$ cat src/rtl/cpu_init_seq_pkg.sv
// Shared types and defaults for the post-reset init sequencer.
// Build option: CPU_INIT_SCRUB_EN adds the cache/TLB scrub walk.
package cpu_init_seq_pkg;

    localparam int DEF_NTHREAD   = 64;
    localparam int DEF_NLINE     = 256;
    localparam int DEF_START_DLY = 4;
    localparam int DLY_W         = 4;

    // Width of an index for n entries; never narrower than one bit.
    function automatic int log2x(input int n);
        return (n <= 2) ? 1 : $clog2(n);
    endfunction

    localparam int TID_W = log2x(DEF_NTHREAD);

    typedef logic [TID_W-1:0] thread_id_t;
    typedef logic [2:0]       init_state_t;

    localparam init_state_t ST_IDLE   = 3'd0;
    localparam init_state_t ST_WAIT   = 3'd1;
    localparam init_state_t ST_THREAD = 3'd2;
    localparam init_state_t ST_SCRUB  = 3'd3;
    localparam init_state_t ST_DONE   = 3'd4;

endpackage

$ cat src/rtl/cpu_init_seq_walk_cnt.sv
// Clearable, enabled up-counter with an all-ones terminal flag.
// Used for the thread-ID walk and the scrub line walk.
module init_walk_cnt #(
    parameter int W = 6
) (
    input  logic         clk,
    input  logic         rstn,
    input  logic         clr,
    input  logic         en,
    output logic [W-1:0] cnt,
    output logic         last
);

    // Clear wins over enable; caller gates enable at terminal count.
    always_ff @(posedge clk or negedge rstn) begin
        if (!rstn) begin
            cnt <= '0;
        end else if (clr) begin
            cnt <= '0;
        end else if (en) begin
            cnt <= cnt + 1'b1;
        end
    end

    assign last = &cnt;

endmodule

$ cat src/rtl/cpu_init_seq.sv
// Post-reset sequencer: walks all thread IDs with one init beat each.
// Build option: CPU_INIT_SCRUB_EN appends an NLINE-beat scrub walk.
module cpu_init_seq
    import cpu_init_seq_pkg::*;
#(
    parameter int NTHREAD   = DEF_NTHREAD,
    parameter int NLINE     = DEF_NLINE,
    parameter int START_DLY = DEF_START_DLY
) (
    input  logic                      clk,
    input  logic                      rstn,
    input  logic                      cpu_rst,
    input  logic                      init_ready,
    output logic                      init_valid,
    output logic [log2x(NTHREAD)-1:0] init_tid,
    output logic [log2x(NLINE)-1:0]   init_line,
    output logic                      init_scrub,
    output logic [NTHREAD-1:0]        thread_en,
    output logic                      busy,
    output logic                      done
);

    localparam int TW = log2x(NTHREAD);
    localparam int LW = log2x(NLINE);

    init_state_t      state;
    init_state_t      state_nxt;
    logic [DLY_W-1:0] dly_cnt;
    logic             dly_last;

    logic             st_idle;
    logic             st_wait;
    logic             st_thread;
    logic             st_scrub;
    logic             st_done;

    logic [TW-1:0]    tid;
    logic             tid_last;
    logic             acc_t;

    assign st_idle   = (state == ST_IDLE);
    assign st_wait   = (state == ST_WAIT);
    assign st_thread = (state == ST_THREAD);
    assign st_done   = (state == ST_DONE);

    assign dly_last  = (dly_cnt == DLY_W'(START_DLY - 1));
    assign acc_t     = st_thread & init_ready;

    init_walk_cnt #(.W(TW)) u_tid_cnt (
        .clk  (clk),
        .rstn (rstn),
        .clr  (cpu_rst | ~st_thread),
        .en   (acc_t & ~tid_last),
        .cnt  (tid),
        .last (tid_last)
    );

`ifdef CPU_INIT_SCRUB_EN
    logic [LW-1:0] line;
    logic          line_last;
    logic          acc_s;

    assign st_scrub = (state == ST_SCRUB);
    assign acc_s    = st_scrub & init_ready;

    init_walk_cnt #(.W(LW)) u_line_cnt (
        .clk  (clk),
        .rstn (rstn),
        .clr  (cpu_rst | ~st_scrub),
        .en   (acc_s & ~line_last),
        .cnt  (line),
        .last (line_last)
    );

    assign init_line  = st_scrub ? line : '0;
    assign init_scrub = st_scrub;
`else
    assign st_scrub   = 1'b0;
    assign init_line  = '0;
    assign init_scrub = 1'b0;
`endif

    // Sequencer state; cpu_rst pulls back to IDLE from anywhere.
    always_comb begin
        state_nxt = state;
        if (cpu_rst) begin
            state_nxt = ST_IDLE;
        end else begin
            unique case (1'b1)
                st_idle: state_nxt = ST_WAIT;
                st_wait: begin
                    if (dly_last) state_nxt = ST_THREAD;
                end
                st_thread: begin
                    if (acc_t && tid_last) begin
`ifdef CPU_INIT_SCRUB_EN
                        state_nxt = ST_SCRUB;
`else
                        state_nxt = ST_DONE;
`endif
                    end
                end
`ifdef CPU_INIT_SCRUB_EN
                st_scrub: begin
                    if (acc_s && line_last) state_nxt = ST_DONE;
                end
`endif
                st_done: state_nxt = ST_DONE;
                default: state_nxt = ST_IDLE;
            endcase
        end
    end

    // State register.
    always_ff @(posedge clk or negedge rstn) begin
        if (!rstn) begin
            state <= ST_IDLE;
        end else begin
            state <= state_nxt;
        end
    end

    // Start delay counter; only runs while waiting.
    always_ff @(posedge clk or negedge rstn) begin
        if (!rstn) begin
            dly_cnt <= '0;
        end else if (cpu_rst || !st_wait) begin
            dly_cnt <= '0;
        end else begin
            dly_cnt <= dly_cnt + 1'b1;
        end
    end

    // Release each thread once its init beat is taken.
    always_ff @(posedge clk or negedge rstn) begin
        if (!rstn) begin
            thread_en <= '0;
        end else if (cpu_rst) begin
            thread_en <= '0;
        end else if (acc_t) begin
            thread_en[tid] <= 1'b1;
        end
    end

    assign init_valid = st_thread | st_scrub;
    assign init_tid   = st_thread ? tid : '0;
    assign busy       = st_wait | st_thread | st_scrub;
    assign done       = st_done;

endmodule
$ cat config.mk
export PLATFORM = sky130hd
export DESIGN_NAME = cpu_init_seq
export DESIGN_NICKNAME = d
export VERILOG_FILES = /design/src/rtl/cpu_init_seq_pkg.sv /design/src/rtl/cpu_init_seq_walk_cnt.sv /design/src/rtl/cpu_init_seq.sv
export SDC_FILE = /design/constraint.sdc
export NUM_CORES = 1
export LEC_CHECK = 0
export ABC_AREA = 1
export CELL_PAD_IN_SITES_DETAIL_PLACEMENT = 0
export CELL_PAD_IN_SITES_GLOBAL_PLACEMENT = 1
export CORE_MARGIN = 3
export CORE_UTILIZATION = 33
export DETAILED_ROUTE_END_ITERATION = 8
export MAX_ROUTING_LAYER = met4
export PLACE_DENSITY = 0.77
export SYNTH_ARGS = -nofsm -noshare
export SYNTH_HDL_FRONTEND = slang
export SYNTH_SLANG_ARGS = --single-unit
$ cat constraint.sdc
create_clock -name clk -period 1.3 [get_ports clk]
set_clock_uncertainty 0.05 [all_clocks]
set_input_delay 0.195 -clock clk [delete_from_list [all_inputs] [get_ports clk]]
set_output_delay 0.195 -clock clk [all_outputs]
set_load 0.03 [all_outputs]
Word level (Yosys, flattened, before mapping)
Cells that the tools add are included.
- flip-flop bits (word level): 77
- input port bits: 4
- output and inout bits: 82
- $add $sub $neg: 2
- order comparisons: 2
- eq/ne operators: 6
- muxes and demuxes: 12
- bitwise logic cells: 7
- reductions and logical operators: 9
- operators with widths (kind ; count):
    two-way mux 64 bit ; 2
    OR 64 bit ; 1
    two-way mux 6 bit ; 3
    case mux 3 bit (4 select lines) ; 1
    two-way mux 3 bit ; 3
    less-than comparator 6 x 7 -> 1 bit (second input constant) ; 1
    adder 6 x 1 -> 6 bit (second input constant) ; 1
    demux 1 bit (select 6 bit) ; 1
    greater-or-equal comparator 6 x 1 -> 1 bit (second input constant) ; 1
    AND reduction 6 bit ; 1
    adder 4 x 1 -> 4 bit (second input constant) ; 1
    equality test 4 x 2 -> 1 bit (second input constant) ; 1
    two-way mux 4 bit ; 1
    nonzero test 2 bit ; 2
    equality test 3 x 1 -> 1 bit (second input constant) ; 1
    equality test 3 x 2 -> 1 bit (second input constant) ; 1
    equality test 3 bit (second input constant) ; 1
    zero test 3 bit ; 1
    inequality test 3 x 2 -> 1 bit (second input constant) ; 1
    inequality test 3 bit (second input constant) ; 1
    AND 1 bit ; 2
    logical AND 1 bit ; 2
    inverter 1 bit ; 2
    OR 1 bit ; 2
    other kinds (4) ; 4

Longest topological paths before layout
Gate-level depths: netlist of run 1.
- word-level depth: 7
- gate-level depth with buffers: 7

Hierarchy
Synthesis of run 1 repeated with hierarchy kept, for this count alone.
- cell total of the unflattened synthesis: 461
- area total of the unflattened synthesis: 3634.7 um^2
- by module, submodules not included (module ; times used ; cells each ; area each (um^2) ; seq. area each (um^2)):
    cpu_init_seq ; 1 ; 419 ; 3316.9 ; 1776.7
    init_walk_cnt ; 1 ; 42 ; 317.8 ; 150.1

Worst setup path before layout of run 1
Ideal clock, no wire load.
- path type: reg2reg
- start: reg u_tid_cnt.cnt[0]
- end: reg u_tid_cnt.cnt[3]
- arrival time: 1.220 ns
- slack: -0.096 ns
- cell stages (with the launch flop): 8
- buffers on the path: 0
- clock period less this slack: 1.396 ns
- path through: dfrtp_1 -> ha_1 -> nand2_1 -> nor2_1 -> nor2_1 -> nor2_1 -> nand2_1 -> o21ai_0
- word-level cells in the longest chain between the ends: 4
- ends and longest elaborated chain (element ; RTL line ; RTL):
    start, declared ; cpu_init_seq_walk_cnt.sv:10 ; output logic [W-1:0] cnt,
    start signal, assigned ; cpu_init_seq_walk_cnt.sv:21 ; cnt <= cnt + 1'b1;
    branches (longest 4 deep; another with adder 6 x 1 -> 6 bit) ; - ;
Parallel ways; which one is timed is not known. The select of a mux whose other input is x is not followed.
A chain may end at the register's enable or synchronous reset.

Final worst setup path of run 1
- start: reg state[2]
- end: out init_tid[1]
- word-level cells in the longest chain between the ends: 2
- ends and longest elaborated chain (element ; RTL line ; RTL):
    start, declared ; cpu_init_seq.sv:26 ; init_state_t state;
    start signal, assigned ; cpu_init_seq.sv:119 ; state <= state_nxt;
    equality test 3 x 2 -> 1 bit ; cpu_init_seq.sv:43 ; assign st_thread = (state == ST_THREAD);
    two-way mux 6 bit ; cpu_init_seq.sv:146 ; assign init_tid = st_thread ? tid : '0;
    end, declared ; cpu_init_seq.sv:15 ; output logic [log2x(NTHREAD)-1:0] init_tid,
No other way between the ends.

==> flow_summary.yaml, run 1 <==
die:
  coreArea_mm2: 0.0103
  io_pins: 86
  start_util_pct: 34.0
  rows: 37
  die_area_mm2: 0.0119
  die_height_um: 109
  die_w_um: 109
worst_setup_path:
  worstSetupStartpointType: "flip-flop"
  path_max_fanout: 5
  path_class: "reg2out"
  endpoint_kind: "output port"
  reg2regPathDepth: 8
  crit_path_start: "state[2]$_DFFE_PN0P_"
  required_ns: 1.05
  critPathArrivalTime_ns: 1.40
  rr_startpoint: "state[2]$_DFFE_PN0P_"
pwr:
  power_density_mw_per_mm2: 1100
  power.share.sequential_pct: 38.4
  vdd_ir_drop_max_uv: 554
  switchingPower_uw: 2050
  swShare_pct: 31.5
  comb_power_share_pct: 30.7
  clockPowerShare_pct: 30.9
  fin_total_pwr_uw: 6530
  p_int_uw: 4480
  p_leak_uw: 0.00252
yosys:
  synthAdderAreaFrac_pct: 0.713
  synth_area_mm2: 0.00351
  ys_warn_count: 0
  synth_compound_area_share_pct: 10.7
  synth_cell_types: 25
  synth-simple-area-share_pct: 20.7
  ys_seq_elements: 77
  yosysSeqAreaShare_pct: 54.9
  synth_top_family_by_area: "simple AND/OR/NAND/NOR gates"
  synth_xor_area_share_pct: 0.249
  synthMuxAreaShare_pct: 0
  synthCells: 405
  avgSynthCellArea_um2: 8.67
clock_network:
  cts_root_buf: "clkbuf_8"
  clk_latency_ns: 0.36
  numCtsBuffers: 9
  h-tree-depth: 3
  clkTransAtPathRegs_ns: 0.08
  cts_buffer_depth: 2
  cts_sinks: 77
  tritoncts: "done"
sta:
  setup_viol: 79
  fmax_mhz: 608
  fin_tns_setup_ns: -16.59
  setup_ws_ns: -0.344
  whs_ns: 0.200
  worst_pin_slew_ns: 0.512
  hold_viol: 0
  relSlewSlack_pct: 65.8
  period_needed_ns: 1.64
  rsz0062_at_grt: "yes"
  drv_slew: 0
  period_share_pct: 126
run_status:
  failed_checks: "negative setup slack"
  status: "finished, violations left"
placement:
  port_buffers: 76
  placed_area_mm2: 0.00471
  gp_congestion: 0.809
  dp_hpwl_um: 6680
hold_path:
  hp-start: "cpu_rst"
  hp-class: "in2reg"
  hold_path_depth: 4
global_route:
  grt_pass1_vias: 3413
  grt_first_pass_wirelength_um: 17400
  grt_usage_pct: 19.4
  grt_max_degree: 56
  grt-ovfl-total: 0
  antenna_found_initial: 0
routing:
  routedWlPerCell_um: 16.0
  via_per_inst: 4.84
  drt_wl_total_um: 11000
  drt_iter0_markers: 121
  vias: 3319
  route.detailed.drc: 0
  first_pass_iters: 4
  ant_nets: 0
final_layout:
  final_cell_area_mm2: 0.00595
  area_growth_pct: 69.5
  num_antenna_cells: 0
  finalNetCount: 551
  fillers: 881
  layout-drive-gt1-share_pct: 56.4
  fin_util_pct: 57.7
run:
  maxCapViolations: 0
[through the flow]
stage / setup slack (ns) / cells
6_report: -0.344 / 686
5_1_grt: -0.402 / 686
4_1_cts: -0.368 / 685
3_5_place_dp: -0.275 / 644
3_3_place_gp: -0.240 / 644
2_1_floorplan: -0.0161 / 413
[power groups by stage]
stage	logic, uW	clock network (uW)	registers [uW]
6_report	2010	2020	2500
5_1_grt	2130	2150	2510
2_1_floorplan	623	0	2560
4_1_cts	1850	2040	2500
3_5_place_dp	1060	0	2550
3_3_place_gp	1050	0	2540
[Yosys cell counts]
cell type / instances / share of area, %
buf_4: 10 / 2.1
or2_2: 1 / 0.18
xor2_1: 1 / 0.25
nand4_1: 2 / 0.36
nand2_1: 22 / 2.4
conb_1: 1 / 0.11
inv_2: 7 / 0.75
a21oi_1: 65 / 9.3
nand3_1: 63 / 9.0
o21ai_0: 7 / 1.0
clkbuf_1: 2 / 0.21
inv_1: 66 / 7.1
ha_1: 2 / 0.71
dfrtp_1: 77 / 55
nor2_2: 2 / 0.36
nor2_8: 1 / 0.57
nor2_1: 58 / 6.2
buf_2: 3 / 0.43
nor2_4: 3 / 0.96
buf_1: 2 / 0.21
a21boi_0: 1 / 0.21
buf_6: 6 / 1.9
o31ai_1: 1 / 0.21
nand3b_1: 1 / 0.21
nand3_4: 1 / 0.50
[kinds of logic after synthesis]
family	Yosys count
AND/OR/NAND/NOR	154
buffers and inverters	96
flip-flops	77
AO/OA/AOI/OAI	74
adder cells (fa/ha/maj)	2
XOR/XNOR	1
other	1
[worst paths after layout]
check	endpoint	slack [ns]
max	init_tid[1]	-0.34
min	u_tid_cnt.cnt[4]$_DFFE_PN0P_	0.20
max reg2reg	thread_en[42]$_DFFE_PN0P_	-0.26
min reg2reg	thread_en[30]$_DFFE_PN0P_	0.47
max in group asynchronous	u_tid_cnt.cnt[3]$_DFFE_PN0P_	0.48
min in group asynchronous	thread_en[41]$_DFFE_PN0P_	0.22
[cells in the final DEF, fill, tap and decap left out, types with 4 or more instances in the layout]
| master | synthesis | routed |
|---|---|---|
| a21oi_2 | 0 | 56 |
| nand2_1 | 22 | 17 |
| a21oi_1 | 65 | 8 |
| buf_6 | 6 | 16 |
| buf_2 | 3 | 27 |
| dfrtp_1 | 77 | 73 |
| nor2_1 | 58 | 48 |
| nand3_2 | 0 | 25 |
| nand3_4 | 1 | 21 |
| buf_4 | 10 | 69 |
| inv_1 | 66 | 57 |
| clkbuf_8 | 0 | 9 |
| clkinvlp_4 | 0 | 4 |
| buf_12 | 0 | 21 |
| nor2_4 | 3 | 13 |
| dfrtp_2 | 0 | 4 |
| conb_1 | 1 | 9 |
| inv_2 | 7 | 13 |
| nand3_1 | 63 | 18 |
[sequential cells by signal, indices dropped and copies added (netlist names)]
name / cells
thread_en: 64
u_tid_cnt.cnt: 6
dly_cnt: 4
state: 3
[final cells by class]
cell class | count | area (um^2) | share of cell area, %
clock inverters | 6 | 86.3 | 1.45
clock buffers | 10 | 128 | 2.14
inverters | 73 | 285 | 4.79
well taps | 136 | 170 | 2.86
repair buffers | 144 | 1440 | 24.1
flip-flops and latches | 77 | 1930 | 32.5
multi-input cells | 240 | 1920 | 32.2
[critical path, stage by stage, from the launching register on]
cell     delay, ns
dfrtp_1       0.40
inv_2         0.09
nand3_4       0.14
buf_12        0.18
nor2_4        0.08
buf_6         0.13
[per-layer routing]
layer | vias to the layer above | GRT usage [%] | wire (um)
li1 | 1563 | - | -
met1 | 1644 | 25.2 | 4740
met2 | 87 | 30.7 | 5470
met3 | 25 | 3.14 | 554
met4 | 0 | 7.21 | 242
met5 | - | - | 0
[what timing repair did]
action | 4_1_cts | 5_1_grt
endpoints found under the setup margin | 109 | 108
hold buffers | 1 | 0
pin swaps | 35 | 66
hold endpoints to repair | 58 | 0
setup buffers | 18 | 11
resized for setup | 212 | 138
cloned | 7 | 0
Note: power is estimated with default switching activity, not from simulation.
==> inputs of run 2 (changes only) <==
--- a/config.mk
+++ b/config.mk
@@ -6,9 +6,10 @@
 export NUM_CORES = 1
 export LEC_CHECK = 0
 export ABC_AREA = 1
+export CAP_MARGIN = 30
 export CELL_PAD_IN_SITES_DETAIL_PLACEMENT = 0
 export CELL_PAD_IN_SITES_GLOBAL_PLACEMENT = 1
-export CORE_MARGIN = 3
+export CORE_MARGIN = 2
 export CORE_UTILIZATION = 33
 export DETAILED_ROUTE_END_ITERATION = 8
 export MAX_ROUTING_LAYER = met4
==> run 2 against run 1 <==
  * Worst hold slack improved by 0.033 ns
  * First-iteration DRC count rose by 44%
  * Die area fell by 3.6%
  * Cell count did not move
  * Register-to-register slack barely moved
  * Clock power fell by 5%
  * The flow still finishes with violations (negative setup slack)
  * Combinational power fell by 23%
  * Non-clock buffer count did not move
  * Fmax rose by 3.9%
  * Core utilization fell by 6.6 points
  * Via count fell by 5.3%
==> flow_summary.yaml, run 2 (synthesized netlist as in run 1, its figures left out) <==
placement:
  place_ws_ns: -0.251
  gp_congestion: 0.832
  dp_hpwl_um: 6580
  port_buffers: 76
  placed_area_mm2: 0.00476
worst_setup_path:
  endpoint_kind: "output port"
  crit_chain: "inv_2, nand3_4, buf_6, nor2_4, buf_6"
  critical-path-top-delay-family: "flip-flops"
  rr_startpoint: "state[1]$_DFFE_PN0P_"
  critPathArrivalTime_ns: 1.34
  cpPeakStageDelay_ns: 0.40
  worstSetupStartpointType: "flip-flop"
  timing.critical_path.buf_inv: 3
  rrSetupSlack_ns: -0.25
  r2r_end: "thread_en[8]$_DFFE_PN0P_"
  path_max_fanout: 5
  path_class: "reg2out"
  crit_top_cell: "buf_6"
  crit_slowest_cell: "dfrtp_1"
  reg2regPathDepth: 8
  required_ns: 1.05
routing:
  first_pass_iters: 4
  ant_nets: 0
  vias: 3142
  via_per_inst: 4.58
  route.detailed.drc: 0
  routedWlPerCell_um: 14.0
  drt_wl_total_um: 9580
  drt_iter0_markers: 174
final_layout:
  largestRegisters: "thread_en: 64 flops, u_tid_cnt.cnt: 6 flops, dly_cnt: 4 flops"
  area_growth_pct: 50.2
  final_common_cell: "buf_4"
  largest_reg_flops: 64
  final_cell_area_mm2: 0.00528
  mostFrequentLayoutCells: "77 x buf_4, 76 x dfrtp_1, 64 x inv_1, 61 x nand3_1, 57 x a21oi_1"
  layout-drive-gt1-share_pct: 36.7
  fillers: 983
  num_antenna_cells: 0
  largest_register: "thread_en"
  finalNetCount: 551
  fin_util_pct: 51.1
pwr:
  p_leak_uw: 0.00247
  power_density_mw_per_mm2: 1130
  vdd_ir_drop_max_uv: 591
  fin_total_pwr_uw: 5950
clock_network:
  cts_root_buf: "clkbuf_8"
  clk_latency_ns: 0.35
  numCtsBuffers: 9
  h-tree-depth: 3
  cts_sinks: 77
  cts_buffer_depth: 2
  clkTransAtPathRegs_ns: 0.08
  tritoncts: "done"
die:
  rows: 37
  die_height_um: 107
  io_pins: 86
  start_util_pct: 34.0
  coreArea_mm2: 0.0103
  die_w_um: 107
  die_area_mm2: 0.0115
global_route:
  grt_first_pass_wirelength_um: 15400
  antenna_found_initial: 0
  grt-ovfl-total: 0
  grt_max_degree: 50
  grt_usage_pct: 17.6
  grt_pass1_vias: 3120
sta:
  period_share_pct: 122
  drv_slew: 0
  hold_viol: 0
  fmax_mhz: 632
  rsz0062_at_grt: "yes"
  setup_viol: 80
  setup_ws_ns: -0.282
  period_needed_ns: 1.58
run:
  maxCapViolations: 0
run_status:
  status: "finished, violations left"
  failed_checks: "negative setup slack"
hold_path:
  hp-class: "in2reg"
  hold_path_depth: 4
  hp-start: "cpu_rst"
  min_to: "state[0]$_DFFE_PN0P_"
==> run 2: changes by cell type in the layout (fill, tap and decap cells not counted), sizes merged <==
cell           before  now
clkbuf             10   13
buf               139  131
bufinv              2    1
clkinvlp            4    2
clkdlybuf4s15       3    8
inv                71   74
==> run 2: worst max path at each step <==
stage	start	end	slack [ns]	cells past startpoint
detailed placement	init_ready	thread_en[40]$_DFFE_PN0P_	-0.25	6
floorplan	state[2]$_DFFE_PN0P_	init_tid[0]	-0.02	3
global placement	init_ready	thread_en[7]$_DFFE_PN0P_	-0.23	6
finish	state[2]$_DFFE_PN0P_	init_tid[0]	-0.28	5
CTS	state[0]$_DFFE_PN0P_	init_tid[0]	-0.30	5
global route	state[0]$_DFFE_PN0P_	init_tid[5]	-0.35	5
==> run 2: where the power goes <==
part / internal, uW / total (uW) / leakage [uW] / switching [uW]
sequential: 2450 / 2500 / 0.00107 / 43.8
clock: 954 / 1910 / 0.000103 / 954
combinational: 724 / 1540 / 0.00130 / 819
==> run 2: worst register-to-register path, delay by kind of cell (launching register included) <==
kind	cells	cell delay (ns)
buffers and inverters	4	0.57
flip-flops	1	0.41
AO/OA/AOI/OAI	1	0.15
AND/OR/NAND/NOR	3	0.26
==> run 2: stage by stage <==
stage / cells / TNS [ns] / hold slack, ns
after floorplan: 413 / -0.104 / -0.151
after global placement: 650 / -13.73 / 0.0908
after detailed placement: 650 / -14.80 / 0.0992
after CTS: 673 / -15.29 / 0.230
after global routing: 686 / -20.90 / 0.255
final: 686 / -14.61 / 0.234
==> run 2: metal layers <==
| metal | routed length (um) | up-vias | track usage (%) |
|---|---|---|---|
| met5 | 0 | - | - |
| met1 | 4670 | 1503 | 24.9 |
| met4 | 70 | 0 | 4.08 |
| li1 | - | 1565 | - |
| met3 | 428 | 5 | 3.34 |
| met2 | 4410 | 69 | 26.4 |
==> run 2: cell type report <==
cell class | instances | area [um^2] | area share, %
sequential | 77 | 1930 | 36.5
clock buffer | 10 | 138 | 2.61
inverter | 73 | 278 | 5.26
timing repair buffer | 144 | 1390 | 26.3
clock inverter | 6 | 68.8 | 1.30
multi-input combinational | 240 | 1310 | 24.8
tap | 136 | 170 | 3.23
==> run 2: what timing repair did <==
action / CTS / global route
hold buffers: 1 / 0
setup endpoints to repair: 102 / 108
resized for setup: 128 / 66
cloned: 1 / 3
endpoints found under the hold margin: 24 / 0
pin swaps: 4 / 2
buffers inserted: 5 / 10
==> inputs of run 3 (changes only) <==
--- a/config.mk
+++ b/config.mk
@@ -13,7 +13,7 @@
 export CORE_UTILIZATION = 33
 export DETAILED_ROUTE_END_ITERATION = 8
 export MAX_ROUTING_LAYER = met4
-export PLACE_DENSITY = 0.77
+export PLACE_DENSITY = 0.88
 export SYNTH_ARGS = -nofsm -noshare
 export SYNTH_HDL_FRONTEND = slang
 export SYNTH_SLANG_ARGS = --single-unit
==> run 3 against run 2 <==
  * The run still ends with negative setup slack left
  * Die area did not move
  * Sequential share of layout area rose by 0.69 points
  * Routed wire length rose by 7.5%
  * Non-clock buffer count fell by 10
  * Global-route usage rose by 0.28 points
  * Worst setup slack got worse by 0.015 ns
  * Final area fell by 1.8%
  * Fmax fell by 0.95%
  * Largest power group unchanged
==> flow_summary.yaml, run 3 (synthesized netlist as in run 1, its figures left out) <==
run_status:
  status: "finished, violations left"
  failed_checks: "negative setup slack"
clock_network:
  cts_sinks: 77
  cts_root_buf: "clkbuf_8"
  numCtsBuffers: 9
  h-tree-depth: 3
  clk_latency_ns: 0.35
  tritoncts: "done"
  clkTransAtPathRegs_ns: 0.08
  cts_buffer_depth: 2
final_layout:
  final_common_cell: "buf_4"
  layout-drive-gt1-share_pct: 39.3
  num_antenna_cells: 0
  fillers: 977
  largest_register: "thread_en"
  mostFrequentLayoutCells: "83 x buf_4, 75 x dfrtp_1, 64 x inv_1, 54 x nand3_1, 49 x nor2_1"
  regArea_mm2: 0.00193
  area_growth_pct: 47.5
  finalNetCount: 542
  largestRegisters: "thread_en: 64 flops, u_tid_cnt.cnt: 6 flops, dly_cnt: 4 flops"
  multi_input_area_mm2: 0.00143
  largest_reg_flops: 64
global_route:
  antenna_found_initial: 0
  grt_usage_pct: 17.9
  met2_usage_pct: 27.2
  grt_max_degree: 48
  busiest_layer: "met2"
  grt_first_pass_wirelength_um: 15600
  grt_use_met1_pct: 24.4
  grt-ovfl-total: 0
  grt_pass1_vias: 3015
  use_met3_pct: 3.95
worst_setup_path:
  crit_chain: "inv_2, nand3_4, buf_6, nor2_8, clkbuf_16, nand3_1, a21oi_2"
  path_max_fanout: 8
  critPathArrivalTime_ns: 1.84
  worstSetupStartpointType: "flip-flop"
  crit_slowest_cell: "dfrtp_1"
  path_class: "reg2reg"
  endpoint_kind: "flip-flop"
  cpPeakStageDelay_ns: 0.40
  required_ns: 1.54
sta:
  fin_tns_setup_ns: -19.03
  drv_slew: 0
  rsz0062_at_grt: "yes"
  whs_ns: 0.218
  fmax_mhz: 626
  period_needed_ns: 1.60
  period_share_pct: 123
  setup_viol: 81
  hold_viol: 0
  setup_ws_ns: -0.297
die:
  die_area_mm2: 0.0115
  rows: 37
  io_pins: 86
  die_w_um: 107
  die_height_um: 107
  start_util_pct: 34.0
  coreArea_mm2: 0.0103
hold_path:
  hp-class: "in2reg"
routing:
  route.detailed.drc: 0
  drt_wl_total_um: 10300
  routedWlPerCell_um: 15.2
  vias: 3231
  first_pass_iters: 5
  ant_nets: 0
  via_per_inst: 4.78
  drt_iter0_markers: 127
pwr:
  switchingPower_uw: 1860
  clockPowerShare_pct: 28.0
  comb_power_share_pct: 27.7
  vdd_ir_drop_max_uv: 667
  swShare_pct: 32.8
  p_int_uw: 3820
  power_density_mw_per_mm2: 1100
  p_leak_uw: 0.00241
  power.share.sequential_pct: 44.3
placement:
  dp_hpwl_um: 6670
  port_buffers: 76
  gp_congestion: 0.850
run:
  maxCapViolations: 0
## run 3: cell count changes in the layout (fill, tap and decap cells not counted), moves of 6 or more
cell     delta
buf_2       -7
a21oi_2     +9
nand3_1     -7
buf_4       +6
a21oi_1     -9
buf_12      -8
## run 3: stage by stage
step                setup slack [ns]  area, um^2  std cells  utilization (%)  total power [uW]
global route                  -0.349        5180        676             50.2              5930
detailed placement            -0.266        4570        640             44.2              3570
finish                        -0.297        5180        676             50.2              5680
global placement              -0.185        4570        640             44.2              3540
CTS                           -0.238        4940        669             47.9              5370
floorplan                    -0.0161        3550        413                -              3180
## run 3: layer usage
layer  vias to the layer above  part of all wire [%]
li1                       1536                     -
met1                      1573                    44
met2                       111                    49
met3                        11                   5.6
met4                         0                  0.87
met5                         -                     0
## run 3: path summary, 6_finish.rpt
path                                           start                   endpoint  slack, ns  cells past startpoint
max                             state[0]$_DFFE_PN0P_  thread_en[55]$_DFFE_PN0P_      -0.30                      7
min                                          cpu_rst       state[0]$_DFFE_PN0P_       0.22                      4
max reg2reg                     state[0]$_DFFE_PN0P_  thread_en[55]$_DFFE_PN0P_      -0.30                      7
min reg2reg                thread_en[14]$_DFFE_PN0P_  thread_en[14]$_DFFE_PN0P_       0.45                      2
max in group asynchronous                       rstn  thread_en[10]$_DFFE_PN0P_       0.46                      3
min in group asynchronous                       rstn  thread_en[41]$_DFFE_PN0P_       0.23                      2
## run 3: final cells by class
class,count,share of cell area [%]
Inverter,73,5.36
Timing Repair Buffer,134,23.3
Multi-Input combinational cell,241,27.6
Sequential cell,77,37.2
Tap cell,136,3.28
Clock buffer,9,2.39
Clock inverter,6,0.773
## run 3: timing repair
item / 4_1_cts / 5_1_grt
resized for setup: 104 / 69
setup endpoints to repair: 101 / 96
setup buffers: 12 / 3
pin swaps: 4 / 11
endpoints found under the hold margin: 41 / 0
hold buffers: 1 / 0
gates cloned: 1 / 4
## run 3: power by group through the flow
stage / clock, uW / sequential (uW) / combinational (uW)
after floorplan: 0 / 2560 / 623
after global placement: 0 / 2550 / 990
after detailed placement: 0 / 2550 / 1020
after CTS: 1630 / 2520 / 1220
after global routing: 1730 / 2530 / 1680
final: 1590 / 2520 / 1570
## run 3: critical path, delay by kind of cell, from the launching register on
kind,cells,cell delay [ns]
compound gates,1,0.13
buf+inv,3,0.49
flops,1,0.40
simple gates,3,0.46
